<file path="src/rtl/approx_mac_acc_16.sv">
// Purpose     : accumulates a stream of unsigned approximate-multiplier products into
//               saturating per-vector sums (dot-product / MAC results).
// Latency     : result registered; visible the cycle after the completing beat is accepted.
// Backpressure: in_ready = !out_valid || out_ready; a held result stalls accumulation.
//
// Ports:
//   clk, rst_n                 clock (rising edge), asynchronous active-low reset
//   in_valid/in_ready          product beat handshake
//   in_prod [PROD_W]           unsigned product (zero-extended into the accumulator)
//   in_last                    final term of the current vector
//   out_valid/out_ready        result handshake (result held in output registers)
//   out_acc [ACC_W]            saturated sum of the vector
//   out_len [CNT_W]            number of terms in the vector
//   out_ovf                    sum saturated at some point during the vector
module approx_mac_acc_16 #(
    parameter int PROD_W  = 32,
    parameter int ACC_W   = 40,
    parameter int MAX_LEN = 256,
    parameter int CNT_W   = $clog2(MAX_LEN + 1)
) (
    input  logic              clk,
    input  logic              rst_n,
    input  logic              in_valid,
    output logic              in_ready,
    input  logic [PROD_W-1:0] in_prod,
    input  logic              in_last,
    output logic              out_valid,
    input  logic              out_ready,
    output logic [ACC_W-1:0]  out_acc,
    output logic [CNT_W-1:0]  out_len,
    output logic              out_ovf
);

    typedef enum logic [1:0] {
        IDLE = 2'd0,
        RUN  = 2'd1,
        DONE = 2'd2
    } state_t;

    state_t             state_q;
    logic [ACC_W-1:0]   acc_q;
    logic [CNT_W-1:0]   cnt_q;
    logic               ovf_q;
    logic               out_valid_q;
    logic [ACC_W-1:0]   out_acc_q;
    logic [CNT_W-1:0]   out_len_q;
    logic               out_ovf_q;

    logic               fire;
    logic [ACC_W:0]     sum;
    logic               sat;
    logic [ACC_W-1:0]   acc_d;
    logic               ovf_d;
    logic [CNT_W-1:0]   cnt_d;
    logic               complete;

    assign in_ready  = !out_valid_q || out_ready;
    assign out_valid = out_valid_q;
    assign out_acc   = out_acc_q;
    assign out_len   = out_len_q;
    assign out_ovf   = out_ovf_q;

    always_comb begin
        fire  = in_valid && in_ready;
        // One extra bit catches the carry out of the accumulator.
        sum   = {1'b0, acc_q} + {{(ACC_W + 1 - PROD_W){1'b0}}, in_prod};
        // An all-ones accumulator means it already saturated; keep it pinned
        // even when the new product is zero.
        sat   = sum[ACC_W] || (&acc_q);
        acc_d = sat ? {ACC_W{1'b1}} : sum[ACC_W-1:0];
        ovf_d = ovf_q || sat;
        cnt_d = cnt_q + CNT_W'(1);
        // Single flush even when in_last coincides with the length limit.
        complete = in_last || (cnt_d == CNT_W'(MAX_LEN));
    end

    // FSM, accumulator and output register. DONE accepts beats exactly like
    // IDLE (accumulator already cleared), which gives back-to-back results.
    always_ff @(posedge clk or negedge rst_n) begin
        if (!rst_n) begin
            state_q     <= IDLE;
            acc_q       <= '0;
            cnt_q       <= '0;
            ovf_q       <= 1'b0;
            out_valid_q <= 1'b0;
            out_acc_q   <= '0;
            out_len_q   <= '0;
            out_ovf_q   <= 1'b0;
        end else begin
            if (out_valid_q && out_ready) begin
                out_valid_q <= 1'b0;
            end
            if (fire) begin
                if (complete) begin
                    out_valid_q <= 1'b1;
                    out_acc_q   <= acc_d;
                    out_len_q   <= cnt_d;
                    out_ovf_q   <= ovf_d;
                    acc_q       <= '0;
                    cnt_q       <= '0;
                    ovf_q       <= 1'b0;
                    state_q     <= DONE;
                end else begin
                    acc_q   <= acc_d;
                    cnt_q   <= cnt_d;
                    ovf_q   <= ovf_d;
                    state_q <= RUN;
                end
            end else if (state_q == DONE) begin
                state_q <= IDLE;
            end
        end
    end

endmodule
</file>
<file path="config.mk">
export PLATFORM = sky130hd
export DESIGN_NAME = approx_mac_acc_16
export DESIGN_NICKNAME = d
export VERILOG_FILES = /design/src/rtl/approx_mac_acc_16.sv
export SDC_FILE = /design/constraint.sdc
export NUM_CORES = 1
export LEC_CHECK = 0
export CELL_PAD_IN_SITES_DETAIL_PLACEMENT = 1
export CELL_PAD_IN_SITES_GLOBAL_PLACEMENT = 1
export CORE_ASPECT_RATIO = 1.75
export CORE_MARGIN = 2
export CORE_UTILIZATION = 35
export DETAILED_ROUTE_END_ITERATION = 10
export HOLD_SLACK_MARGIN = 0.05
export PLACE_DENSITY_LB_ADDON = 0.08
export SLEW_MARGIN = 20
export SYNTH_ARGS = -nofsm -noshare
export SYNTH_HDL_FRONTEND = slang
export SYNTH_SLANG_ARGS = --single-unit
</file>
<file path="constraint.sdc">
create_clock -name clk -period 3.8 [get_ports clk]
set_clock_uncertainty 0.15 [all_clocks]
set_input_delay 1.14 -clock clk [delete_from_list [all_inputs] [get_ports clk]]
set_output_delay 1.14 -clock clk [all_outputs]
set_load 0.02 [all_outputs]
</file>
==> results of run 1 <==
-- metrics by stage --
| stage | setup slack [ns] | instances | instance area, sq um | utilization |
|---|---|---|---|---|
| 2_1_floorplan | 0.168 | 717 | 6330 | - |
| 3_5_place_dp | -0.596 | 1125 | 8280 | 0.463 |
| 4_1_cts | -0.00246 | 1141 | 8650 | 0.483 |
| 6_report | 0.0605 | 1157 | 8950 | 0.500 |
| 3_3_place_gp | -0.505 | 1125 | 8280 | 0.463 |
| 5_1_grt | -0.0445 | 1157 | 8950 | 0.500 |
-- Yosys cell counts, types with 9 or more instances --
library cell    n  area (sq um)
nand2_1       108           405
dfrtp_1       101          2530
o21ai_0        85           425
a21oi_1        57           285
nor2_1         54           203
ha_1           34           425
xnor2_1        30           263
clkbuf_1       18          67.6
nand4_1        17           106
a31oi_1        15          93.8
xor2_1         14           123
buf_2          13          65.1
inv_1          13          48.8
nand3_1        11          55.1
a211oi_1        9          67.6
-- area by class of cell --
type,count,area (sq um),area share
multi-input cells,563,3790,0.423
flip-flops and latches,101,2530,0.282
repair buffers,230,2000,0.223
well taps,234,293,0.0327
clock buffers,9,225,0.0252
clock inverters,7,68.8,0.00769
inverters,13,48.8,0.00545
-- power by group through the flow --
stage | registers, W | logic, W | clock network, W
5_1_grt | 0.00181 | 0.00457 | 0.00100
6_report | 0.00176 | 0.00420 | 0.000929
2_1_floorplan | 0.00189 | 0.00186 | 0
3_3_place_gp | 0.00176 | 0.00387 | 0
3_5_place_dp | 0.00177 | 0.00397 | 0
4_1_cts | 0.00176 | 0.00405 | 0.000964
-- layer usage --
layer  track usage  wire length (um)
met1         0.243              8160
met2         0.472             13100
met3        0.0345               526
met4         0.112               990
met5             0                 0
-- worst max-delay path, cell delays in order --
cell and delay (ns):
clkdlybuf4s50_1 0.45, ha_1 0.35, nand4_1 0.19, buf_4 0.19
nor3_1 0.20, a22oi_2 0.15, a211oi_4 0.32, o31a_4 0.21
buf_4 0.13, buf_4 0.11, nor2_4 0.05, buf_4 0.16
a311oi_2 0.22
-- kinds of logic (layout without fill, tap and decap cells) --
family          after synthesis  count (layout)  synth area share
fa+ha+maj                    35              35            0.0704
xor+xnor                     44              44            0.0609
buf+inv                      53             259            0.0425
compound gates              245             245             0.248
simple gates                236             236             0.173
flops                       101             101             0.399
mux                           3               3           0.00514
-- timing repair --
item | CTS | global route
setup buffers | 1 | 16
pin swaps | 9 | 21
endpoints found under the setup margin | 78 | 79
resized for setup | 16 | 28
-- sequential cells by signal, summed over array words and instances, names as in the netlist --
signal / flops
acc_q: 40
out_acc: 40
cnt_q: 9
out_len: 9
out_ovf: 1
out_valid: 1
ovf_q: 1
-- worst paths after layout --
kind | start | to | slack (ns) | cells past startpoint
worst min-delay path | out_acc[20] | out_acc[20] | 0.33 | 2
min in group asynchronous | rst_n | out_len[4] | 0.66 | 1
max in group asynchronous | rst_n | out_acc[19] | 2.11 | 2
worst min register to register | out_acc[20] | out_acc[20] | 0.33 | 2
worst max-delay path | in_prod[21] | acc_q[39] | 0.06 | 13
worst max register to register | cnt_q[0] | out_acc[25] | 0.63 | 8
==> metrics.md, run 1 <==
| Metric | Value |
|---|---|
| CTS H-tree depth | 3 |
| Hold WS | about 0.33 ns |
| DRC | 0 |
| Synth Area per Inst | 8.83 sq um |
| Final Max Slew Viols | 0 |
| Vias in the first global route | 6890 |
| Vias | roughly 6300 |
| GRT Util Overall | 0.240 |
| Pwr dens | 769 nW/um^2 |
| First-pass GRT wire length | 35.9 mm |
| Antenna cells | 0 |
| Most frequent cells in the layout | 138 x buf_4, 107 x nand2_1, 101 x dfrtp_1 |
| Hold Crit Class | flip-flop to flip-flop |
| Synth warn | 0 |
| Initial antenna violation count | 0 |
| Hold buffers post-CTS | 0 |
| Crit Path Max Fanout | 5 |
| Setup TNS | 0 ns |
| Synthesized cell area | 6330 sq um |
| Post-synth EDFFs | 0 |
| I/O pins | 89 |
| FP Rows | between 60 and 70 |
| TritonCTS buffer count | 9 |
| Clk buf depth | 2 |
| Switching pwr | 0.00299 W |
| WL/cell | 19.7 um |
| Drt via density | between 5 and 6 |
| CTS sink cnt | 101 |
| Initial DRT Pass Iterations | 4 |
| Starting Density | 0.354 |
| Switch share | 0.435 |
| Comb power frac | 0.610 |
| Seq cells post-synth | 101 |
| Fin. Hold Viols | 0 |
| Most common cell after layout, fill and taps aside | buf_4 |
| Status | finished clean |
| Grt ovf | 0 |
| Routed Antenna Nets | 0 |
| Yosys cell types | 73 |
| Crit path DAT | a little under 4 ns |
| Worst setup SP type | primary input |
| Worst slew margin | 0.527 |
| Flop pwr share | 0.256 |
| Crit path time final | 3.74 ns |
| Async S/R FF share, synth | 1.00 |
| Max Cap Viol | 0 |
| Post-synth net total | 789 |
| Drt total wl | 22.7 mm |
| Pleak | 3.96 nW |
| Worst-Skew Late Latency | around 0.37 ns |
| Floorplan Core Area | ~18000 sq um |
| Period Utilization, post-route | 0.984 |
| Clk pwr share | 0.135 |
| Synth Flop Type | dfrtp_1 |
| Initial drt markers | 214 |
| Post-DP HPWL | 17.8 mm |
| CTS tree | yes |
| Final RePlAce weighted congestion | slightly below 0.9 |
| Syn-to-layout area delta | 41.4% |
| Fmax | 267 MHz |
| Layout cells sized above 1 | 0.231 |
| Nets@finish | 990 |
| Register area share after synthesis | 0.399 |
| Cell count after synthesis | 717 |
| Clock transition at the registers of the reported paths | 0.09 ns |
| Clk root buf | clkbuf_16 |
| Kind of critical path | primary input to flip-flop |
| Setup Viol. Count Final | 0 |
| Largest net degree at the start of global routing | 58 |
| Filler cells | between 2000 and 2500 |
| Die Y | roughly 180 um |
| Worst path required time | about 4 ns |
| Internal Power | between 0.003 and 0.004 W |
| Slew @ Worst Pin | 0.709 ns |
| CP Capture Type | flip-flop |
| Worst VDD drop | around 0.00033 V |
| Total power | 0.00688 W |
| Buffers on Ports | 88 |
| Die area | roughly 19000 sq um |
| Die span in x | 106 um |
Note: power is estimated with default switching activity, not from simulation.
==> run 2, diff against run 1 <==
--- a/config.mk
+++ b/config.mk
@@ -5,11 +5,13 @@
 export SDC_FILE = /design/constraint.sdc
 export NUM_CORES = 1
 export LEC_CHECK = 0
+export CAP_MARGIN = 40
 export CELL_PAD_IN_SITES_DETAIL_PLACEMENT = 1
 export CELL_PAD_IN_SITES_GLOBAL_PLACEMENT = 1
 export CORE_ASPECT_RATIO = 1.75
 export CORE_MARGIN = 2
 export CORE_UTILIZATION = 35
+export CTS_CLUSTER_DIAMETER = 150
 export DETAILED_ROUTE_END_ITERATION = 10
 export HOLD_SLACK_MARGIN = 0.05
 export PLACE_DENSITY_LB_ADDON = 0.08
==> results of run 2 <==
Same layout as run 1: the final DEF is identical, and so are final timing and power.
==> run 3, diff against run 2 <==
--- a/config.mk
+++ b/config.mk
@@ -19,3 +19,4 @@
 export SYNTH_ARGS = -nofsm -noshare
 export SYNTH_HDL_FRONTEND = slang
 export SYNTH_SLANG_ARGS = --single-unit
+export TNS_END_PERCENT = 50
==> metrics.md, run 3 (synthesis results as in run 1) <==
| Metric | Value |
|---|---|
| Switch share | 0.436 |
| Placed insts | 1125 |
| Period Utilization, post-route | 0.986 |
| Antenna cells | 0 |
| Vias | 6227 |
| Crit path top cell by count | buf_4 |
| Post-DP HPWL | about 18 mm |
| Hold Crit Class | flip-flop to flip-flop |
| Pre-CTS setup slack | -0.596 ns |
| Clk buf depth | 2 |
| Filler cells | 2101 |
| CTS H-tree depth | 3 |
| Final Max Slew Viols | 0 |
| I/O pins | 89 |
| Clk root buf | clkbuf_16 |
| Area of the multi-input gates | 3780 sq um |
| Floorplan Core Area | 17900 sq um |
| Crit path time final | 3.75 ns |
| Kind of critical path | primary input to flip-flop |
| Worst path required time | 3.92 ns |
| Clk pwr share | 0.135 |
| Most frequent cells in the layout | 129 x buf_4, 107 x nand2_1, 101 x dfrtp_1 |
| Worst VDD drop | 0.000328 V |
| Setup Viol. Count Final | 0 |
| Slew @ Worst Pin | about 0.71 ns |
| Initial antenna violation count | 0 |
| R2R setup slack | 0.63 ns |
| First-pass GRT wire length | 35.8 mm |
| Comb power frac | 0.608 |
| GRT Util Overall | 0.240 |
| Fmax | ~270 MHz |
| CP max stage delay | between 0.5 and 0.6 ns |
| RSZ-0062 raised after global routing | false |
| FP Rows | 65 |
| Die span in x | 106 um |
| Switching pwr | 0.00298 W |
| Drt via density | 5.42 |
| Crit path DAT | 3.86 ns |
| Critical-path cell list | clkdlybuf4s50_1 -> ha_4 -> a21oi_1 -> o21ai_0 -> a22oi_2 -> a211oi_4 -> buf_4 -> o31ai_4 -> buf_4 -> o21ai_1 -> mux2_2 |
| Crit Path Max Fanout | 8 |
| Slowest-stage cell, CP | clkdlybuf4s50_1 |
| Grt ovf | 0 |
| CTS tree | yes |
| Routed Antenna Nets | 0 |
| Clock transition at the registers of the reported paths | 0.09 ns |
| Layout cells sized above 1 | 0.224 |
| Final RePlAce weighted congestion | ~0.89 |
| Worst-Skew Late Latency | 0.37 ns |
| Buffers on Ports | 88 |
| Nets@finish | 982 |
| Fin. Hold Viols | 0 |
| Largest net degree at the start of global routing | 58 |
| Pwr dens | just under 800 nW/um^2 |
| CTS sink cnt | about 100 |
| Final cell count without fillers | around 1100 |
| Worst setup SP type | primary input |
| Status | finished clean |
| Vias in the first global route | between 6000 and 7000 |
| WL/cell | between 15 and 20 um |
| Syn-to-layout area delta | 40.4% |
| Initial DRT Pass Iterations | 4 |
| Internal Power | slightly below 0.004 W |
| DRC | 0 |
| Worst slew margin | 0.527 |
| CP Capture Type | flip-flop |
| Max Cap Viol | 0 |
| TritonCTS buffer count | 9 |
| Final WS setup | 0.0527 ns |
| Most common cell after layout, fill and taps aside | buf_4 |
| Die area | roughly 19000 sq um |
| Sequential Area | roughly 2500 sq um |
| Pleak | 3.92 nW |
| Flop pwr share | 0.257 |
| Initial drt markers | around 230 |
| Die Y | 182 um |
| Starting Density | 0.354 |
| Drt total wl | approximately 23 mm |
| Hold buffers post-CTS | 0 |
## run 3: cell types whose count changed in the layout (fill, tap and decap cells not counted), moves of 2 or more
cell	previous run	this run
buf_4	138	129
nor2_1	52	49
nor2_2	4	7
ha_1	26	28
## run 3: power groups by stage
stage	registers [W]	logic, W	clock network [W]
final	0.00176	0.00416	0.000926
after global routing	0.00181	0.00455	0.00100
after CTS	0.00176	0.00405	0.000964
after detailed placement	0.00177	0.00397	0
after global placement	0.00176	0.00387	0
after floorplan	0.00189	0.00186	0
## run 3: final cells by class
cell class,count,area share
well taps,234,0.0329
multi-input cells,563,0.425
inverters,13,0.00549
clock inverters,7,0.00774
repair buffers,222,0.219
flip-flops and latches,101,0.284
clock buffers,9,0.0253
## run 3: per-layer routing
layer | global-route usage | up-vias | wire length [um]
li1 | - | 2961 | -
met1 | 0.243 | 3108 | 8100
met2 | 0.471 | 114 | 13000
met3 | 0.0345 | 44 | 497
met4 | 0.112 | 0 | 978
met5 | 0 | - | 0
## run 3: final timing paths
| check | cells past startpoint | from | endpoint |
|---|---|---|---|
| worst max-delay path | 11 | in_prod[15] | out_acc[29] |
| worst min-delay path | 2 | out_acc[20] | out_acc[20] |
| worst max register to register | 8 | cnt_q[0] | out_acc[25] |
| worst min register to register | 2 | out_acc[20] | out_acc[20] |
| max in group asynchronous | 2 | rst_n | acc_q[16] |
| min in group asynchronous | 1 | rst_n | out_len[4] |
## run 3: timing repair
| item | in CTS | in global routing |
|---|---|---|
| resized for setup | 14 | 31 |
| cloned | 0 | 0 |
| pin swaps | 6 | 18 |
| endpoints found under the setup margin | 78 | 74 |
| setup buffers | 0 | 9 |
## run 3: per-stage QoR
| stage | hold WS [ns] | cell area, sq um | setup TNS (ns) | total power (W) | util |
|---|---|---|---|---|---|
| finish | 0.334 | 8890 | 0 | 0.00685 | 0.497 |
| global route | 0.379 | 8890 | 0 | 0.00736 | 0.497 |
| CTS | 0.337 | 8640 | -0.0414 | 0.00677 | 0.483 |
| detailed placement | 0.321 | 8280 | -41.10 | 0.00574 | 0.463 |
| global placement | 0.311 | 8280 | -35.15 | 0.00563 | 0.463 |
| floorplan | 0.307 | 6330 | 0 | 0.00374 | - |
## run 3: critical path: cells and delay by family
family	cells	cell delay (ns)
AOI/OAI and AO/OA	6	1.30
buffers and inverters	3	0.91
muxes	1	0.26
adders and majority gates	1	0.24
